$ cat config.mk
export PLATFORM = sky130hd
export DESIGN_NAME = data_router_ctrl
export DESIGN_NICKNAME = d
export VERILOG_FILES = /design/src/rtl/dr_pkg.sv /design/src/rtl/drc_cmd_reg.sv /design/src/rtl/data_router_ctrl.sv
export SDC_FILE = /design/constraint.sdc
export NUM_CORES = 1
export LEC_CHECK = 0
export CORE_MARGIN = 1.5
export CORE_UTILIZATION = 52
export CTS_BUF_LIST = sky130_fd_sc_hd__clkbuf_2
export CTS_CLUSTER_SIZE = 20
export DETAILED_ROUTE_END_ITERATION = 12
export GPL_ROUTABILITY_DRIVEN = 1
export MAX_ROUTING_LAYER = met4
export PLACE_DENSITY = 0.79
export SYNTH_ARGS = -nofsm -noshare
export SYNTH_HDL_FRONTEND = slang
export SYNTH_SLANG_ARGS = --single-unit
$ cat constraint.sdc
create_clock -name clk -period 2.2 [get_ports clk]
set_input_delay 0.44 -clock clk [delete_from_list [all_inputs] [get_ports clk]]
set_output_delay 0.44 -clock clk [all_outputs]
set_load 0.01 [all_outputs]
$ cat src/rtl/dr_pkg.sv
// dr_pkg: definitions shared by the data router and its controller.
//   COLW       - width of the router column field
//   RR/BR/RP/NE- rpsel command encodings (NE is reserved, never issued)
//   drc_state_t- controller FSM states
package dr_pkg;

    localparam int unsigned COLW = 28;

    localparam logic [1:0] RR = 2'b00;
    localparam logic [1:0] BR = 2'b01;
    localparam logic [1:0] RP = 2'b10;
    localparam logic [1:0] NE = 2'b11;

    typedef enum logic [2:0] {
        IDLE     = 3'd0,
        FILL     = 3'd1,
        SWEEP    = 3'd2,
        WAIT_BLK = 3'd3,
        DONE     = 3'd4
    } drc_state_t;

endpackage

$ cat src/rtl/drc_cmd_reg.sv
// drc_cmd_reg: registered command hold stage for the data router controller.
//   clk, rst_n          - clock, synchronous active-low reset
//   d_valid/d_rpsel/... - command to present after the next clock edge
//   cmd_ready           - router accepts the presented command this cycle
//   cmd_valid/rpsel/... - registered command outputs to the router
//   xfer                - a command transfers at the coming edge
// The register only reloads when empty or when its content is being
// accepted, so a stalled command keeps every field stable.
module drc_cmd_reg
    import dr_pkg::*;
(
    input  logic            clk,
    input  logic            rst_n,
    input  logic            d_valid,
    input  logic [1:0]      d_rpsel,
    input  logic [1:0]      d_bank,
    input  logic [1:0]      d_row,
    input  logic [COLW-1:0] d_col,
    input  logic            cmd_ready,
    output logic            cmd_valid,
    output logic [1:0]      rpsel,
    output logic [1:0]      bank,
    output logic [1:0]      row,
    output logic [COLW-1:0] col,
    output logic            xfer
);

    assign xfer = cmd_valid & cmd_ready;

    always_ff @(posedge clk) begin
        if (!rst_n) begin
            cmd_valid <= 1'b0;
            rpsel     <= RR;
            bank      <= '0;
            row       <= '0;
            col       <= '0;
        end else if (!cmd_valid || cmd_ready) begin
            cmd_valid <= d_valid;
            rpsel     <= d_rpsel;
            bank      <= d_bank;
            row       <= d_row;
            col       <= d_col;
        end
    end

endmodule

$ cat src/rtl/data_router_ctrl.sv
// data_router_ctrl: sequences buffer-fill and window-sweep commands for the
// data router, one job of blk_num blocks per start pulse.
//   clk, rst_n          - clock, synchronous active-low reset
//   start               - begin a job (sampled in IDLE only)
//   blk_num[7:0]        - blocks per job, 0 treated as 1
//   blkend              - router block-complete pulse
//   cmd_ready           - router accepts the presented command
//   cmd_valid, rpsel, bank, row, col[27:0] - router command
//   busy                - high outside IDLE
//   done                - one-cycle end-of-job pulse
// Build option: define DATA_ROUTER_CTRL_BR_FILL_EN to fill every bank with BR
// commands (bank inner, row outer) instead of BUFH RR commands.
module data_router_ctrl
    import dr_pkg::*;
#(
    parameter int unsigned POY    = 3,
    parameter int unsigned BUFW   = 32,
    parameter int unsigned BUFH   = 3,
    parameter int unsigned KSIZE  = 3,
    parameter int unsigned STRIDE = 1
) (
    input  logic            clk,
    input  logic            rst_n,
    input  logic            start,
    input  logic [7:0]      blk_num,
    input  logic            blkend,
    input  logic            cmd_ready,
    output logic            cmd_valid,
    output logic [1:0]      rpsel,
    output logic [1:0]      bank,
    output logic [1:0]      row,
    output logic [COLW-1:0] col,
    output logic            busy,
    output logic            done
);

    if (POY < 1 || POY > 4 || BUFH < 1 || BUFH > 4 || KSIZE < 1 || KSIZE > BUFH ||
        KSIZE > BUFW || (STRIDE != 1 && STRIDE != 2)) begin : g_param_chk
        $error("data_router_ctrl: illegal parameter combination");
    end

    localparam logic [1:0]      ROW_LAST  = 2'(BUFH - 1);
    localparam logic [1:0]      KROW_LAST = 2'(KSIZE - 1);
    localparam logic [COLW-1:0] COL_LAST  = COLW'(((BUFW - KSIZE) / STRIDE) * STRIDE);
    localparam logic [COLW-1:0] COL_STEP  = COLW'(STRIDE);
`ifdef DATA_ROUTER_CTRL_BR_FILL_EN
    localparam logic [1:0]      BANK_LAST = 2'(POY - 1);
`endif

    drc_state_t      state, st_n;
    logic [1:0]      row_q, row_n, bank_q, bank_n;
    logic [COLW-1:0] col_q, col_n;
    logic [7:0]      blk_cnt, blk_cnt_n, blk_lim, blk_lim_n;
    logic            blk_flag, flag_n;
    logic            xfer;

    logic            d_valid;
    logic [1:0]      d_rpsel, d_bank, d_row;
    logic [COLW-1:0] d_col;

    // Counters index the command currently on the outputs; they move only on
    // transfer, and the command register is loaded from the next-state view
    // so the following command appears the cycle after the transfer edge.
    always_comb begin
        st_n      = state;
        row_n     = row_q;
        bank_n    = bank_q;
        col_n     = col_q;
        blk_cnt_n = blk_cnt;
        blk_lim_n = blk_lim;
        flag_n    = blk_flag;
        case (state)
            IDLE: begin
                if (start) begin
                    st_n      = FILL;
                    row_n     = '0;
                    bank_n    = '0;
                    col_n     = '0;
                    blk_cnt_n = '0;
                    blk_lim_n = (blk_num == 8'd0) ? 8'd1 : blk_num;
                    flag_n    = 1'b0;
                end
            end
            FILL: begin
                if (blkend) flag_n = 1'b1;
                if (xfer) begin
`ifdef DATA_ROUTER_CTRL_BR_FILL_EN
                    if (bank_q == BANK_LAST) begin
                        bank_n = '0;
                        if (row_q == ROW_LAST) begin
                            row_n = '0;
                            st_n  = SWEEP;
                        end else begin
                            row_n = row_q + 2'd1;
                        end
                    end else begin
                        bank_n = bank_q + 2'd1;
                    end
`else
                    if (row_q == ROW_LAST) begin
                        row_n = '0;
                        st_n  = SWEEP;
                    end else begin
                        row_n = row_q + 2'd1;
                    end
`endif
                end
            end
            SWEEP: begin
                if (blkend) flag_n = 1'b1;
                if (xfer) begin
                    if (row_q == KROW_LAST) begin
                        row_n = '0;
                        if (col_q == COL_LAST) begin
                            col_n = '0;
                            st_n  = WAIT_BLK;
                        end else begin
                            col_n = col_q + COL_STEP;
                        end
                    end else begin
                        row_n = row_q + 2'd1;
                    end
                end
            end
            WAIT_BLK: begin
                if (blkend || blk_flag) begin
                    flag_n    = 1'b0;
                    blk_cnt_n = blk_cnt + 8'd1;
                    row_n     = '0;
                    bank_n    = '0;
                    col_n     = '0;
                    st_n      = (blk_cnt_n == blk_lim) ? DONE : FILL;
                end
            end
            DONE:    st_n = IDLE;
            default: st_n = IDLE;
        endcase
    end

    always_comb begin
        d_valid = 1'b0;
        d_rpsel = RR;
        d_bank  = '0;
        d_row   = '0;
        d_col   = '0;
        case (st_n)
            FILL: begin
                d_valid = 1'b1;
`ifdef DATA_ROUTER_CTRL_BR_FILL_EN
                d_rpsel = BR;
`else
                d_rpsel = RR;
`endif
                d_bank  = bank_n;
                d_row   = row_n;
            end
            SWEEP: begin
                d_valid = 1'b1;
                d_rpsel = RP;
                d_row   = row_n;
                d_col   = col_n;
            end
            default: ;
        endcase
    end

    always_ff @(posedge clk) begin
        if (!rst_n) begin
            state    <= IDLE;
            row_q    <= '0;
            bank_q   <= '0;
            col_q    <= '0;
            blk_cnt  <= '0;
            blk_lim  <= '0;
            blk_flag <= 1'b0;
            busy     <= 1'b0;
            done     <= 1'b0;
        end else begin
            state    <= st_n;
            row_q    <= row_n;
            bank_q   <= bank_n;
            col_q    <= col_n;
            blk_cnt  <= blk_cnt_n;
            blk_lim  <= blk_lim_n;
            blk_flag <= flag_n;
            busy     <= (st_n != IDLE);
            done     <= (st_n == DONE);
        end
    end

    drc_cmd_reg u_cmd_reg (
        .clk       (clk),
        .rst_n     (rst_n),
        .d_valid   (d_valid),
        .d_rpsel   (d_rpsel),
        .d_bank    (d_bank),
        .d_row     (d_row),
        .d_col     (d_col),
        .cmd_ready (cmd_ready),
        .cmd_valid (cmd_valid),
        .rpsel     (rpsel),
        .bank      (bank),
        .row       (row),
        .col       (col),
        .xfer      (xfer)
    );

endmodule
After elaboration in Yosys (flattened, before gate mapping):

Cells that the tools add are included.

* bits in registers: 89
* output and inout port bits: 37

* $add $sub $neg: 3
* eq/ne operators: 12
* multiplexer cells: 36
* bitwise logic cells: 1
* reductions and logical operators: 13

Operators by type and width (count)
* $mux 28: 6
* $pmux 28 s3: 1
* $add 28x1->28 const B: 1
* $eq 28x5->1 const B: 1
* $mux 3: 8
* $mux 8: 3
* $mux 2: 9
* $pmux 8 s2: 1
* $pmux 3 s4: 1
* $eq 3x2->1 const B: 3
* $add 8x1->8 const B: 1
* $eq 8x8->1: 1
* $logic_not 8->1: 1
* $eq 3x1->1 const B: 2
* $pmux 2 s3: 1
* $reduce_bool 3->1: 2
* $mux 1: 4
* $ne 2x2->1 const B: 2
* $pmux 2 s2: 1
* $reduce_and 4->1: 1
* $reduce_or 2->1: 2
* $eq 3x3->1 const B: 1
* $logic_not 3->1: 1
* $pmux 1 s3: 1
* 9 further kinds: 10

Longest topological paths before layout:

* word-level depth: 8
* mapped depth: 10
* depth with buffers taken out: 8

Hierarchy:

Synthesis repeated with hierarchy kept, for this count alone.

* cell total of the unflattened synthesis: 604
* area total of the unflattened synthesis: 5077.4 um2

By module, submodules not included
* data_router_ctrl: instances 1, cells each 452, area an instance 3621.0 um2, sequential area each 1081.0 um2
* drc_cmd_reg: instances 1, cells each 152, area an instance 1456.4 um2, sequential area each 700.7 um2

Least setup slack after synthesis:

No wires, ideal clock.

* path type: flip-flop to flip-flop
* from: register col_q[0]
* to: register u_cmd_reg.col[14]
* setup time: 0.117 ns
* arrival: 2.064 ns
* data required time: 2.083 ns
* path slack: 0.019 ns
* cell stages (with the launch flop): 10
* path buffers: 2
* period minus slack after synthesis: 2.181 ns
* path through: dfxtp_1 > ha_1 > nor4b_1 > nand3_1 > or3_1 > buf_2 > buf_6 > a32oi_1 > a21oi_1 > a22o_1

* cells in the longest elaborated chain, start to end: 7
* elaborated cells on any way between the ends: 12
* classes of those cells: 1 x add/sub; 2 x eq/ne; 9 x mux

Ends and longest elaborated chain
* start: declaration: line data_router_ctrl.sv:52 `logic [COLW-1:0] col_q, col_n;`
* start signal: assignment: line data_router_ctrl.sv:182 `col_q <= col_n;`
* branches (longest 6 deep; another with $add 28x1->28)
* $mux 28 *: line data_router_ctrl.sv:146 `case (st_n)`
* end signal: assignment: line drc_cmd_reg.sv:42 `col <= d_col;`
* end: declaration: line drc_cmd_reg.sv:24 `output logic [COLW-1:0] col,`

Mark *: on every way between the ends.
A chain may end at the register's enable or synchronous reset.

Worst setup path after layout:

* from: register col_q[1]
* to: register u_cmd_reg.col[14]

Same word-level chain as after synthesis.

==> run_results.csv <==
group,metric,value,unit
run_status,status,"finished clean",
yosys,synth_edf_count,0,
route,num_vias,4505,
pwr,switching_share,0.246,
critical_path,required,2680,ps
sta,fin_crit,2190,ps
run,drv_cap,0,
yosys,syn_area,4340,sq um
placement,place_congestion,0.964,
global_route,grt_first_pass_wirelength,20.7,mm
sta,clock.fmax,458,MHz
placement,port_buffers,48,
critical_path,cp-start-kind,"flip-flop",
yosys,syn-mean-instance-area,8.45,sq um
clock_network,cts_num_sinks,88,
die,initial_core_util,0.534,
route,first_pass_iters,5,
die,die-area,8910,sq um
cells_and_area,utilization,0.735,
route,drtIter0Drc,314,
critical_path,cp_max_fo,10,
yosys,synth.distinct_cells,65,
cells_and_area,finish.instance_area,5980,sq um
yosys,syn-num-nets,530,
sta,setup_viol,0,
clock_network,cts_root_buf,"clkbuf_2",
cells_and_area,nets,650,
cells_and_area,area_growth,37.6,%
die,row_count,33,
placement,placed_area,5500,sq um
cells_and_area,antennaDiodeCount,0,
clock_network,cts_tree,"built",
route,postRouteAntennaNets,0,
global_route,grt_pass1_vias,4369,
yosys,ys_ff_latch,88,
yosys,ys.warnings.count,0,
die,fp.coreArea,8130,sq um
route,vias_per_cell,6.06,
sta,rsz0062_at_grt,"true",
yosys,syn_inst,514,
pwr,comb_power_share,0.083,
global_route,grtUsageTotal,0.305,
clock_network,cts_buffers,9,
sta,finalCritPeriodShare,0.993,
pwr,p_clk_frac,0.329,
die,die_h,94.4,microns
min_path,hold_path.class,"reg -> reg",
global_route,antenna_found_initial,0,
critical_path,worstPathArrival,2660,ps
sta,skew,18.1,ps
critical_path,critical_path_class,"reg -> reg",
global_route,overflow,0,
pwr,switching_power,0.000681,W
pwr,vdd_drop_max,0.334,mV
sta,finalMaxSlewViolations,0,
pwr,powerDensity,464,nW/um^2
critical_path,endpoint_kind,"flip-flop",
clock_network,clock_latency,540,ps
cells_and_area,final_cell_count_no_fill,743,
route,wl_per_cell,17.4,microns
pwr,p_leak,2.26,nW
route,wl,12.9,mm
placement,place_ws,-416,ps
cells_and_area,drive_gt1_frac,0.249,
yosys,ys.flop_type,"dfxtp_1",
pwr,p_seq_frac,0.588,
pwr,p_int,0.00209,W
yosys,ys_async_sr_fraction,0,
die,die_width,94.4,microns
sta,hold_viol,0,
clock_network,cts-htree-levels,3,
placement,dp.cells,721,
sta,post-route-worst-setup-slack,14.8,ps
clock_network,clkTransAtPathRegs,230,ps
route,drcViolationCount,0,
clock_network,cts_hold_buffers,0,
die,io_pins,50,
placement,dp_hpwl,9.10,mm
yosys,synth.yosys.seq_area_share,0.406,
global_route,grt_max_degree,32,
clock_network,clockBufferDepth,2,
[logic make-up after synthesis]
logic type,Yosys count,share of synthesized area
simple gates,231,0.291
compound gates,133,0.219
fa+ha+maj,3,0.00864
xor+xnor,11,0.0222
buf+inv,42,0.0409
mux,5,0.0118
flops,88,0.406
other cells,1,0.000863
[worst paths after layout]
kind | from | endpoint | slack [ps] | cells past startpoint
worst max-delay path | col_q[1] | u_cmd_reg.col[14] | 10 | 9
worst min-delay path | u_cmd_reg.rpsel[1] | u_cmd_reg.rpsel[1] | 450 | 2
worst max register to register | col_q[1] | u_cmd_reg.col[14] | 10 | 9
worst min register to register | u_cmd_reg.rpsel[1] | u_cmd_reg.rpsel[1] | 450 | 2
[routing by layer]
metal / routed length, microns / global-route usage / vias to the layer above
met5: 0 / - / -
met4: 322 / 0.142 / 0
met3: 768 / 0.0523 / 32
met2: 6290 / 0.488 / 190
met1: 5530 / 0.376 / 2144
li1: - / - / 2139
[state kept, by name, summed over array words and instances (netlist names)]
| signal | cells |
|---|---|
| bank_q | 2 |
| blk_cnt | 8 |
| blk_flag | 1 |
| blk_lim | 8 |
| busy | 1 |
| col_q | 28 |
| done | 1 |
| row_q | 2 |
| state | 3 |
| u_cmd_reg.bank | 2 |
| u_cmd_reg.cmd_valid | 1 |
| u_cmd_reg.col | 28 |
| u_cmd_reg.row | 2 |
| u_cmd_reg.rpsel | 1 |
[final cells by class]
type / count / area, sq um
Timing Repair Buffer: 142 / 1250
Multi-Input combinational cell: 384 / 2660
Sequential cell: 88 / 1780
Tap cell: 105 / 131
Clock inverter: 5 / 72.6
Clock buffer: 10 / 50.0
Fill cell: 582 / 2160
Inverter: 9 / 33.8
[through the flow]
| stage | total power, W | hold slack (ps) | TNS, ps |
|---|---|---|---|
| after floorplan | 0.00177 | 453 | 0 |
| after global placement | 0.00187 | 430 | -13920 |
| after detailed placement | 0.00188 | 435 | -15800 |
| after CTS | 0.00277 | 424 | 0 |
| after global routing | 0.00287 | 421 | -792 |
| final | 0.00277 | 454 | 0 |
[what timing repair did]
action | in CTS | in global routing
buffers inserted | 0 | 6
pin swaps | 2 | 20
resized for setup | 10 | 61
endpoints found under the setup margin | 51 | 55
cloned | 0 | 1
[layout by cell type, fill, tap and decap left out, types with 18 or more instances in the layout]
cell	count
clkdlybuf4s50_1	48
dfxtp_1	77
a22o_1	18
o21ai_0	23
and2_1	22
nor2b_1	19
buf_4	85
nor2_1	21
nand3_1	24
nand2_1	55
[synthesized netlist by cell type (5+ instances only)]
| master | n | area share |
|---|---|---|
| dfxtp_1 | 88 | 0.41 |
| nand2_1 | 55 | 0.048 |
| nand3_1 | 29 | 0.033 |
| o21ai_0 | 29 | 0.033 |
| clkbuf_1 | 24 | 0.021 |
| and2_1 | 23 | 0.033 |
| nor2_1 | 22 | 0.019 |
| nor2b_1 | 19 | 0.027 |
| a22o_1 | 18 | 0.036 |
| nor3_1 | 14 | 0.016 |
| nand4_1 | 13 | 0.019 |
| a21oi_1 | 12 | 0.014 |
| a31oi_1 | 12 | 0.017 |
| and3_1 | 12 | 0.017 |
| a21boi_0 | 11 | 0.019 |
| nor4_1 | 10 | 0.014 |
| inv_1 | 9 | 0.0078 |
| o31ai_1 | 8 | 0.014 |
| buf_2 | 7 | 0.0081 |
| xnor2_1 | 7 | 0.014 |
| or3_1 | 6 | 0.0086 |
| nand3b_1 | 5 | 0.0086 |
[worst max-delay path, stage by stage, from the launching register on]
cell and delay, ps:
dfxtp_2 380, inv_2 60, ha_4 130, nor4b_4 220, nand3_1 170, or3_4 480
buf_6 170, a32oi_1 180, a21oi_1 110, a22o_1 220
[power groups by stage]
stage / clock network, W / logic, W / registers (W)
final: 0.000911 / 0.000229 / 0.00163
after floorplan: 0 / 0.000113 / 0.00166
after global placement: 0 / 0.000208 / 0.00166
after detailed placement: 0 / 0.000214 / 0.00166
after CTS: 0.000921 / 0.000216 / 0.00163
after global routing: 0.000986 / 0.000248 / 0.00163
Note: power is estimated with default switching activity, not from simulation.
